### config.mk
export PLATFORM = sky130hd
export DESIGN_NAME = sockit_spi_wsp
export DESIGN_NICKNAME = d
export VERILOG_FILES = /design/src/rtl/sockit_spi_wsp.sv
export SDC_FILE = /design/constraint.sdc
export NUM_CORES = 1
export LEC_CHECK = 0
export ABC_CLOCK_PERIOD_IN_PS = 2690
export CAP_MARGIN = 40
export CORE_ASPECT_RATIO = 1.75
export CORE_MARGIN = 3
export CORE_UTILIZATION = 51
export DETAILED_ROUTE_END_ITERATION = 10
export PLACE_DENSITY = 0.83
export REMOVE_ABC_BUFFERS = 1
export SETUP_SLACK_MARGIN = 0.4
export SYNTH_ARGS = -nofsm -noshare
export SYNTH_HDL_FRONTEND = slang
export SYNTH_SLANG_ARGS = --single-unit
### constraint.sdc
create_clock -name cdi_clk -period 2.69 [get_ports cdi_clk]
set_input_delay 0.4035 -clock cdi_clk [delete_from_list [all_inputs] [get_ports cdi_clk]]
set_output_delay 0.4035 -clock cdi_clk [all_outputs]
set_load 0.005 [all_outputs]
### src/rtl/sockit_spi_wsp.sv
// Word splitter: takes BW-bit bus words and streams them MSB-chunk-first as
// DW-bit chunks over the CDC request/grant handshake.
module sockit_spi_wsp #(
    parameter int unsigned BW = 32,
    parameter int unsigned DW = 8,
    parameter int unsigned NW = 2,
    parameter int unsigned SW = 16
) (
    input  logic          cdi_clk,
    input  logic          cdi_rst,
    input  logic          bus_wen,
    input  logic [BW-1:0] bus_wdt,
    input  logic [NW-1:0] bus_len,
    input  logic          bus_abt,
    output logic          bus_rdy,
    output logic          sts_bsy,
    output logic [SW-1:0] sts_cnt,
    output logic          cdi_clr,
    output logic [DW-1:0] cdi_dat,
    output logic          cdi_req,
    input  logic          cdi_grt
);

    typedef enum logic {
        IDLE = 1'b0,
        SEND = 1'b1
    } state_t;

    state_t        state;
    logic [BW-1:0] shr;
    logic [NW-1:0] rem;
    logic          trn;
    logic          last;
    logic          acc;

    assign trn  = cdi_req & cdi_grt;
    assign last = (rem == '0);

    // Ready also while the final chunk transfers, so words stream without a bubble.
    assign bus_rdy = (state == IDLE) | ((state == SEND) & trn & last);
    assign acc     = bus_wen & bus_rdy & ~bus_abt;

    assign cdi_dat = shr[BW-1 -: DW];
    assign sts_bsy = (state == SEND);

    // Abort outranks accept and shift; a transfer sampled by the CDC is always counted.
    always_ff @(posedge cdi_clk or posedge cdi_rst) begin
        if (cdi_rst) begin
            state   <= IDLE;
            shr     <= '0;
            rem     <= '0;
            cdi_req <= 1'b0;
            cdi_clr <= 1'b0;
            sts_cnt <= '0;
        end else begin
            cdi_clr <= 1'b0;
            if (trn) begin
                sts_cnt <= sts_cnt + SW'(1);
            end
            if (bus_abt) begin
                state   <= IDLE;
                rem     <= '0;
                cdi_req <= 1'b0;
                cdi_clr <= 1'b1;
            end else if (acc) begin
                state   <= SEND;
                shr     <= bus_wdt;
                rem     <= bus_len;
                cdi_req <= 1'b1;
            end else if (trn) begin
                if (!last) begin
                    shr <= shr << DW;
                    rem <= rem - NW'(1);
                end else begin
                    state   <= IDLE;
                    cdi_req <= 1'b0;
                end
            end
        end
    end

endmodule

==> impl_metrics.toml <==
[clock_tree]
clk_pin_slew_ps = 90
cts_max_path_buffers = 2
post-cts-setup-buffers = 0
clock_latency_ps = 300
holdBufCountCts = 0
cts_max_level = 2
cts_buffers = 5
cts_resized = 0
cts.sinks = 52
cts_tree = "done"
cts-root-buf = "clkbuf_8"

[final_layout]
layout-drive-gt1-share = 0.0556
final_nets = 328
area_delta_synth_final_pct = 30.6
final_cell_mix = "nand2_1 (69), clkdlybuf4s50_1 (66), dfrtp_1 (52)"
layout_commonest_cell = "nand2_1"
instances_no_fill = 339
diodes = 0

[critical_path]
critical_path_class = "input pin to output pin"
start_kind = "input pin"
crit_fanout = 6
cp_data_arrival_time_ps = 1680
slowest_delay_ps = 580
worstPathRequired_ps = 2290
crit_family = "buffers and inverters"
path_cells = "clkdlybuf4s50_1, a21bo_4, clkdlybuf4s50_1"
critical_path_buf_inv_count = 2
cp_common_cell = "clkdlybuf4s50_1"
cp-end-kind = "output pin"
critPathSlowestCell = "clkdlybuf4s50_1"

[job]
drv_cap = 0

[route]
viasPerCell = 5.27
via_count = 1787
final_antenna_net_count = 0
drt_iter0_markers = 54
wl_per_cell_um = 14.4
drt_wl_total_mm = 4.89
drc_errors = 0
dr.pass1.iters = 4

[floorplanning]
die-area_um2 = 5460
io_pins = 67
initial_core_util = 0.530
die_h_um = 95.5
core_um2 = 4400
die_w_um = 57.1
rows = 32

[grt]
grt_use_total = 0.188
first_global_vias = 1776
grt_max_degree = 43
antenna_found_initial = 0
grt-ovfl-total = 0
grt_pass1_wl_mm = 8.03

[power]
powerDensity_nw_per_um2 = 630
peakVddDrop_v = 0.000744
p_leak_nw = 1.41

[place]
dp.cells = 331
routabilityCongestion = 0.764
dp_hpwl_mm = 3.56
port_buffers = 66

[synthesis]
synth_seq_area_share = 0.557
synth_area_um2 = 2330
syn_inst = 231
syn-mean-instance-area_um2 = 10.1
ys_ff_latch = 52
synth_cell_types = 29
ys_warn_count = 0

[run_status]
status = "completed"

[timing]
grt_setup_unrepaired = "no"
period_minus_slack_ps = 2080
slew_headroom = 0.544
fmax_mhz = 480
worst_pin_slew_ps = 685
hold_viol_final = 0
drv_slew = 0
hold_slack_ps = 356
fin_worst_skew_ps = 4.02
finalSetupTns_ps = 0
fin_crit_sh = 0.774
finalSetupViolations = 0

[min_path]
hold_path_class = "input pin to async pin"
-- where the power goes --
group	switching (mW)	internal, mW	total, mW
registers	0.0944	0.909	1.00
logic	0.154	0.238	0.392
clock network	0.249	0.275	0.525
total	0.498	1.42	1.92
-- final timing paths --
path                                   from     endpoint  slack (ps)  cells past startpoint
worst max-delay path                cdi_grt      bus_rdy         610                      3
worst min-delay path                cdi_rst      shr[15]         360                      2
worst max register to register       rem[0]       shr[8]         900                      6
worst min register to register  sts_cnt[15]  sts_cnt[15]         480                      1
max in group asynchronous           cdi_rst      cdi_clr        1780                      3
min in group cdi_clk            sts_cnt[15]  sts_cnt[15]         480                      1
-- logic make-up after synthesis --
family | count (synthesis) | synth area share
AOI/OAI and AO/OA | 39 | 0.125
xor gates and xnor gates | 15 | 0.0563
adders and majority gates | 2 | 0.0107
buffers and inverters | 28 | 0.0745
DFF | 52 | 0.557
muxes | 1 | 0.00482
and+or+nand+nor | 94 | 0.171
-- registers in the layout, summed over array words and instances (netlist names) --
name / count
cdi_clr: 1
rem: 2
shr: 32
sts_bsy: 1
sts_cnt: 16
-- through the flow --
| stage | util | setup slack [ps] | area (um^2) | power [mW] |
|---|---|---|---|---|
| floorplan | - | 910 | 2190 | 1.17 |
| global placement | 0.667 | 631 | 2940 | 1.40 |
| detailed placement | 0.667 | 590 | 2940 | 1.41 |
| finish | 0.692 | 608 | 3050 | 1.92 |
| global route | 0.692 | 548 | 3050 | 2.04 |
| CTS | 0.692 | 603 | 3050 | 1.95 |
-- area by class of cell --
type	instances	area, um^2
clock buffer	5	68.8
clock inverter	3	42.5
fill	358	1360
inverter	8	30.0
multi-input combinational	151	860
sequential	52	1300
tap	51	63.8
timing repair buffer	69	683
-- synth_stat cells (all sizes together) --
| master | instances | area share |
|---|---|---|
| o21ai | 9 | 0.019 |
| and3 | 2 | 0.0075 |
| ha | 2 | 0.011 |
| and4bb | 1 | 0.0054 |
| or3 | 1 | 0.0027 |
| a21bo | 1 | 0.0070 |
| nor3 | 1 | 0.0021 |
| xnor2 | 11 | 0.041 |
| nand4 | 4 | 0.011 |
| a31oi | 1 | 0.0091 |
| a221o | 2 | 0.0086 |
| nor2 | 8 | 0.013 |
| and2 | 1 | 0.0027 |
| nand2 | 69 | 0.11 |
| mux2 | 1 | 0.0048 |
| dfrtp | 52 | 0.56 |
| a21oi | 2 | 0.0043 |
| clkbuf | 1 | 0.0016 |
| buf | 19 | 0.060 |
| nand3 | 6 | 0.013 |
| xor2 | 4 | 0.015 |
| or2b | 1 | 0.0032 |
| inv | 8 | 0.013 |
| a22oi | 24 | 0.077 |
-- layer usage --
metal | wire (um) | global-route usage | vias up
li1 | - | - | 878
met1 | 1990 | 0.228 | 856
met2 | 2580 | 0.332 | 46
met3 | 242 | 0.0366 | 7
met4 | 73 | 0.0580 | 0
met5 | 0 | 0 | -
No activity file was read; power rests on OpenSTA's default activity.
